`src/rtl/sym_vn_lut_loader.sv`:
```
// rtl/sym_vn_lut_loader.sv - pairs streamed IB-LUT entries into even/odd bank page writes
// One frame is PAGE_NUM pages of two entries each; each completed pair is written to both banks at once.
module sym_vn_lut_loader #(
   parameter  int LUT_PORT_SIZE   = 3,
   parameter  int ENTRY_ADDR      = 5,
   parameter  int MULTI_FRAME_NUM = 2,
   localparam int PAGE_W          = ENTRY_ADDR - $clog2(MULTI_FRAME_NUM),
   localparam int PAGE_NUM        = 2**PAGE_W
) (
   input  logic                     write_clk,
   input  logic                     rst,
   input  logic                     load_start,
   input  logic                     load_offset,
   input  logic [LUT_PORT_SIZE-1:0] entry_in,
   input  logic                     entry_valid,
   output logic                     entry_ready,
   output logic [LUT_PORT_SIZE-1:0] lut_in_bank0,
   output logic [LUT_PORT_SIZE-1:0] lut_in_bank1,
   output logic [PAGE_W-1:0]        page_write_addr,
   output logic                     write_addr_offset,
   output logic                     we,
   output logic                     load_busy,
   output logic                     load_done
);

   typedef enum logic [1:0] {
      IDLE         = 2'd0,
      COLLECT_EVEN = 2'd1,
      COLLECT_ODD  = 2'd2
   } state_t;

   state_t                   state_q;
   logic [PAGE_W-1:0]        page_q;
   logic [PAGE_W-1:0]        page_d;
   logic                     offset_q;
   logic [LUT_PORT_SIZE-1:0] even_q;
   logic [LUT_PORT_SIZE-1:0] bank0_q;
   logic [LUT_PORT_SIZE-1:0] bank1_q;
   logic [PAGE_W-1:0]        addr_q;
   logic                     woff_q;
   logic                     we_q;
   logic                     done_q;
   logic                     last_page;

   assign page_d    = page_q + 1'b1;
   assign last_page = (page_q == PAGE_W'(PAGE_NUM - 1));

   always_ff @(posedge write_clk) begin
      if (rst) begin
         state_q  <= IDLE;
         page_q   <= '0;
         offset_q <= 1'b0;
         even_q   <= '0;
         bank0_q  <= '0;
         bank1_q  <= '0;
         addr_q   <= '0;
         woff_q   <= 1'b0;
         we_q     <= 1'b0;
         done_q   <= 1'b0;
      end else begin
         we_q   <= 1'b0;
         done_q <= 1'b0;
         case (state_q)
            IDLE: begin
               if (load_start) begin
                  offset_q <= load_offset;
                  page_q   <= '0;
                  state_q  <= COLLECT_EVEN;
               end
            end
            COLLECT_EVEN: begin
               if (entry_valid) begin
                  even_q  <= entry_in;
                  state_q <= COLLECT_ODD;
               end
            end
            COLLECT_ODD: begin
               // Odd entry completes the page; write data is held until the next write.
               if (entry_valid) begin
                  we_q    <= 1'b1;
                  bank0_q <= even_q;
                  bank1_q <= entry_in;
                  addr_q  <= page_q;
                  woff_q  <= offset_q;
                  page_q  <= page_d;
                  if (last_page) begin
                     done_q  <= 1'b1;
                     state_q <= IDLE;
                  end else begin
                     state_q <= COLLECT_EVEN;
                  end
               end
            end
            default: state_q <= IDLE;
         endcase
      end
   end

   assign entry_ready       = (state_q != IDLE);
   assign load_busy         = (state_q != IDLE);
   assign lut_in_bank0      = bank0_q;
   assign lut_in_bank1      = bank1_q;
   assign page_write_addr   = addr_q;
   assign write_addr_offset = woff_q;
   assign we                = we_q;
   assign load_done         = done_q;

endmodule

```
`config.mk`:
```
export PLATFORM = sky130hd
export DESIGN_NAME = sym_vn_lut_loader
export DESIGN_NICKNAME = d
export VERILOG_FILES = /design/src/rtl/sym_vn_lut_loader.sv
export SDC_FILE = /design/constraint.sdc
export NUM_CORES = 1
export LEC_CHECK = 0
export ABC_CLOCK_PERIOD_IN_PS = 1600
export BUFFER_PORTS_ARGS = -buffer_cell sky130_fd_sc_hd__buf_2
export CAP_MARGIN = 5
export CORE_MARGIN = 1
export CORE_UTILIZATION = 42
export CTS_CLUSTER_SIZE = 28
export DETAILED_ROUTE_END_ITERATION = 8
export HOLD_SLACK_MARGIN = 0.1
export MAX_ROUTING_LAYER = met4
export PLACE_DENSITY = 0.73
export SETUP_SLACK_MARGIN = 0.05
export SYNTH_ARGS = -nofsm -noshare
export SYNTH_HDL_FRONTEND = slang
export SYNTH_SLANG_ARGS = --single-unit
```
`constraint.sdc`:
```
create_clock -name write_clk -period 1.6 [get_ports write_clk]
set_clock_uncertainty 0.15 [all_clocks]
set_input_delay 0.48 -clock write_clk [delete_from_list [all_inputs] [get_ports write_clk]]
set_output_delay 0.48 -clock write_clk [all_outputs]
set_load 0.03 [all_outputs]
```
After elaboration in Yosys (flattened, before gate mapping)
Cells that the tools add are included.

$add $sub $neg: 1. Equal/unequal tests: 6. Mux-type cells: 10. Bitwise logic cells: 2. Reduce and logical (&&, ||, !) cells: 10.

Operators with widths (count): 4-bit two-way mux (2); 4-bit one-hot mux with 2 select lines (1); 2-bit two-way mux (3); 2-bit != test, second input constant (3); 2-bit one-hot mux with 3 select lines (1); 2-bit AND reduction (3); 3-bit AND reduction (2); 4-bit by 1-bit adder with 4-bit output, second input constant (1); 4-bit == test, second input constant (1); 2-bit nonzero test (2); 1-bit two-way mux (3); 3-bit OR reduction (1); 2-bit by 1-bit == test with 1-bit output, second input constant (1); 2-bit == test, second input constant (1); 2-bit logical NOT (1); 1-bit inverter (2); 2-bit OR reduction (1).

Register bits after elaboration: 23. Input bits: 8. Logic and storage cells: 39.

Longest topological paths before layout
Depth after elaboration: 4. Mapped depth: 5. Mapped depth without buffers: 4.

Worst setup path before layout
No wires, ideal clock.

Path type: register -> output. From: register state_q[1]. To: output port load_busy. Arrival: 1.070 ns. Data required time: 0.970 ns. Setup slack: -0.100 ns. Stages on the path, launching flop included: 4. Cells stage by stage: dfxtp_1 -> buf_2 -> or2_2 -> buf_4.

Word-level cells in the longest chain between the ends: 1.

Ends and longest elaborated chain: from (decl) (RTL line 32) `state_t state_q;`; from (signal assigned) (RTL line 50) `state_q <= IDLE;`; from (signal assigned) (RTL line 68) `state_q <= COLLECT_EVEN;`; from (signal assigned) (RTL line 74) `state_q <= COLLECT_ODD;`; 2-bit nonzero test; to (decl) (RTL line 22) `output logic load_busy,`.

No other way between the ends.

Worst setup path after layout
From: register state_q[0]. To: output port load_busy.

Word-level cells in the longest chain between the ends: 1.

Ends and longest elaborated chain: 2-bit nonzero test (RTL line 100) `assign load_busy = (state_q != IDLE);`.

No other way between the ends.

==> reports/qor.txt <==
=====================================================================================
Post-synthesis cell count ..............................................          106
Reg power frac .........................................................        60.9%
Proportion of synthesized flip-flops having asynchronous set or reset ..           0%
Max-slew headroom ......................................................        72.0%
Number of cells in the finished layout apart from fillers ..............          158
Number of DRC violations after detailed routing ........................            0
Final critical delay including setup and external delays ...............      1.66 ns
Startpoint of the worst setup timing path .............................. state_q[0]$_SDFFE_PP0P_
Combinational fraction of design power .................................        13.1%
Worst-path cell chain .................................................. or2_4 -> buf_6
CP arrival .............................................................      1.03 ns
Synth Flop Type ........................................................ sky130_fd_sc_hd__dfxtp_1
Post-synthesis share of cell area spent on and, or, nand and nor gates .        27.1%
Number of diodes added for antenna fixing ..............................            0
Count of endpoints failing setup in the final report ...................            2
Share of total power in the clock network ..............................        26.0%
Aggregate routed wire length ...........................................      1720 um
Slowest cell on the critical path ...................................... sky130_fd_sc_hd__dfxtp_2
Number of CTS-inserted buffers .........................................            3
Tightest Pin Transition ................................................     0.420 ns
Violations in the final reports ........................................ negative setup slack
Initial antenna violation count ........................................            0
Yosys Warn Count .......................................................            0
Post-synthesis adder-cell area fraction ................................        1.34%
Dominant cells by area after synthesis ................................. sky130_fd_sc_hd__dfxtp_1 (49%), sky130_fd_sc_hd__nand2_1 (10%), sky130_fd_sc_hd__a21oi_1 (7.5%)
Switching power of the nets ............................................       227 uW
Number of global-route vias before repair ..............................          647
Hold Path Class ........................................................ input pin to register
Multiplexer share of the synthesized area ..............................        4.29%
Clock Root Buffer ...................................................... sky130_fd_sc_hd__clkbuf_4
Die Area ...............................................................     2410 um2
Detail Placement HPWL ..................................................      1180 um
Largest net degree at the start of global routing ......................           24
Largest fanout of any net on the critical path .........................            2
Routed wirelength normalized by instance count .........................      10.9 um
Maximum single-stage delay on the critical path ........................      0.34 ns
First-pass GRT wire length .............................................      2960 um
DRC violation total after the first TritonRoute iteration ..............            8
Max-cap viol count .....................................................            0
Startpoint of the worst-slack reg-to-reg timing path ................... state_q[1]$_SDFFE_PP0P_
Placeable Area .........................................................     2020 um2
1st-pass router iterations .............................................            2
Main combinational cell family by area after synthesis ................. simple AND/OR/NAND/NOR gates
Required time at the endpoint of the critical path .....................      0.97 ns
Htree depth ............................................................            1
Global route total overflow ............................................            0
Cell area power density ................................................   845 nW/um2
Post-synthesis average cell area .......................................     8.81 um2
Chip width .............................................................      49.1 um
Synthesized Nets .......................................................          115
Initial core utilization ...............................................        46.2%
Highest Clock Rate .....................................................      602 MHz
Detailed-route via count ...............................................          771
Result of the run ...................................................... finished, violations left
Total number of nets in the final design ...............................          141
P_int ..................................................................       739 uW
Count of nets left with antenna violations after detail routing ........            0
Clock insertion delay at the later pin of the skew report ..............      0.30 ns
Summed instance area of the synthesized netlist ........................      933 um2
# fillers ..............................................................          193
Count of input and output buffers ......................................           22
Slew Viols, Final ......................................................            0
Number of enable flip-flop cells after synthesis .......................            0
CP endpoint kind .......................................................  output port
Count of final hold-check violations ...................................            0
Seq cells post-synth ...................................................           23
Number of clock sinks ..................................................           23
Standby leakage power ..................................................     0.501 nW
Start point of the worst min-delay path ................................  load_offset
Final critical-path share of the clock period ..........................         104%
Cell Count Post-Placement ..............................................          152
Via count normalized by instance count .................................         4.88
Setup crit start kind ..................................................     register
Crit Path Class ........................................................ register to output port
Last weighted congestion value of the routability-driven placer ........        0.725
Fraction of the mapped netlist area in compound gates ..................        12.2%
Worst-case register-to-register setup slack ............................      0.12 ns
Largest buffer count on any clock path .................................            2
Floorplan row count ....................................................           16
Cell variety after synth ...............................................           28
Register clock-pin slew on the reported worst setup and hold paths .....      0.11 ns
Height of the chip .....................................................      49.1 um
Cell area after layout .................................................     1140 um2
Proportion of layout cells with a drive suffix above 1 .................        29.0%
Placed cell area .......................................................     1080 um2
Area grow syn2layout ...................................................        22.5%
TritonCTS clock tree ...................................................         done
Area share of xor/xnor cells in the synthesized design .................       0.938%
Post-synth top area share ..............................................        49.3%
Share of the yosys chip area belonging to registers ....................        49.3%
RSZ-0062 raised after global routing ...................................         true
Total GRT Usage ........................................................        16.2%
Setup ws final .........................................................   -0.0602 ns
Max VDD drop ...........................................................   0.000694 V
I/O pin total ..........................................................           23
Post-synthesis cell type with the largest combined area ................ sky130_fd_sc_hd__dfxtp_1
Switching part of the total power ......................................        23.5%
=====================================================================================
[sequential cells by signal (all words and copies together), names as in the netlist]
register	cells
state_q	2
lut_in_bank0	3
we	1
page_q	4
even_q	3
lut_in_bank1	3
write_addr_offset	1
load_done	1
offset_q	1
page_write_addr	4
[through the flow]
| step | total power, mW | hold slack (ns) | TNS, ns | worst slack, ns | utilization, % |
|---|---|---|---|---|---|
| after floorplan | 0.687 | 0.281 | 0 | 0.0607 | - |
| after global placement | 0.712 | 0.291 | 0 | 0.0689 | 53.7 |
| after detailed placement | 0.715 | 0.295 | 0 | 0.0412 | 53.7 |
| after CTS | 0.979 | 0.255 | -0.153 | -0.0764 | 56.6 |
| after global routing | 1.02 | 0.251 | -0.195 | -0.0976 | 56.6 |
| final | 0.966 | 0.260 | -0.120 | -0.0602 | 56.6 |
[layer usage]
layer / part of all wire (%) / track usage [%] / up-vias
met5: 0 / - / -
met4: 0.52 / 2.94 / 0
met3: 4.5 / 5.61 / 2
met2: 47 / 25.6 / 15
met1: 48 / 20.2 / 349
li1: - / - / 405
[cell type report]
| cell class | instances | area [um2] | area share, % |
|---|---|---|---|
| Clock buffer | 4 | 26.3 | 2.30 |
| Timing Repair Buffer | 29 | 188 | 16.4 |
| Tap cell | 27 | 33.8 | 2.95 |
| Sequential cell | 23 | 465 | 40.7 |
| Multi-Input combinational cell | 75 | 430 | 37.6 |
[cells by family (layout without fill, tap and decap cells)]
logic type / count (synthesis) / after routing
XOR/XNOR: 1 / 1
AO/OA/AOI/OAI: 20 / 20
buffers and inverters: 8 / 33
flip-flops: 23 / 23
multiplexers: 4 / 4
AND/OR/NAND/NOR: 49 / 49
adder cells (fa/ha/maj): 1 / 1
[synthesized netlist by cell type, types with 2 or more instances]
master and count:
sky130_fd_sc_hd__a21oi_1 14, sky130_fd_sc_hd__buf_2 3, sky130_fd_sc_hd__clkbuf_1 3, sky130_fd_sc_hd__dfxtp_1 23, sky130_fd_sc_hd__mux2i_1 4, sky130_fd_sc_hd__nand2_1 26
sky130_fd_sc_hd__nand2b_1 2, sky130_fd_sc_hd__nand3_1 2, sky130_fd_sc_hd__nand3b_1 2, sky130_fd_sc_hd__nand4b_1 2, sky130_fd_sc_hd__nor2_1 6, sky130_fd_sc_hd__nor3_1 2
sky130_fd_sc_hd__o21ai_0 2
[power by group through the flow]
stage,Combinational (mW),Sequential (mW),Clock (mW)
final,0.126,0.589,0.251
after global routing,0.137,0.590,0.290
after CTS,0.127,0.589,0.264
after detailed placement,0.110,0.605,0
after global placement,0.108,0.604,0
after floorplan,0.0823,0.605,0
[worst paths after layout]
path                                      to  cells past startpoint
max                                load_busy                      2
min                    offset_q$_SDFFE_PP0P_                      3
max reg2reg           even_q[1]$_SDFFE_PP0P_                      5
min reg2reg  page_write_addr[1]$_SDFFE_PP0P_                      2
[critical path: cells and delay by family (launching register included)]
kind | cells | cell delay (ns)
AND/OR/NAND/NOR | 1 | 0.25
buffers and inverters | 1 | 0.14
flip-flops | 1 | 0.34
[cells in the final DEF (no fill, tap or decap), types with 2 or more instances in the layout]
| cell type | count |
|---|---|
| sky130_fd_sc_hd__nor2_1 | 6 |
| sky130_fd_sc_hd__mux2i_1 | 4 |
| sky130_fd_sc_hd__nand3b_1 | 2 |
| sky130_fd_sc_hd__nand4b_1 | 2 |
| sky130_fd_sc_hd__a21oi_1 | 14 |
| sky130_fd_sc_hd__nor3_1 | 2 |
| sky130_fd_sc_hd__dfxtp_1 | 21 |
| sky130_fd_sc_hd__buf_6 | 2 |
| sky130_fd_sc_hd__nand2_1 | 26 |
| sky130_fd_sc_hd__nand2b_1 | 2 |
| sky130_fd_sc_hd__o21ai_0 | 2 |
| sky130_fd_sc_hd__clkbuf_4 | 3 |
| sky130_fd_sc_hd__buf_4 | 6 |
| sky130_fd_sc_hd__buf_2 | 20 |
| sky130_fd_sc_hd__nand3_1 | 2 |
[what timing repair did]
item / CTS / global route
buffers inserted: 2 / 0
hold buffers: 0 / 0
resized for setup: 7 / 0
endpoints found under the setup margin: 2 / 3
Power figures use the tool's default switching activity.
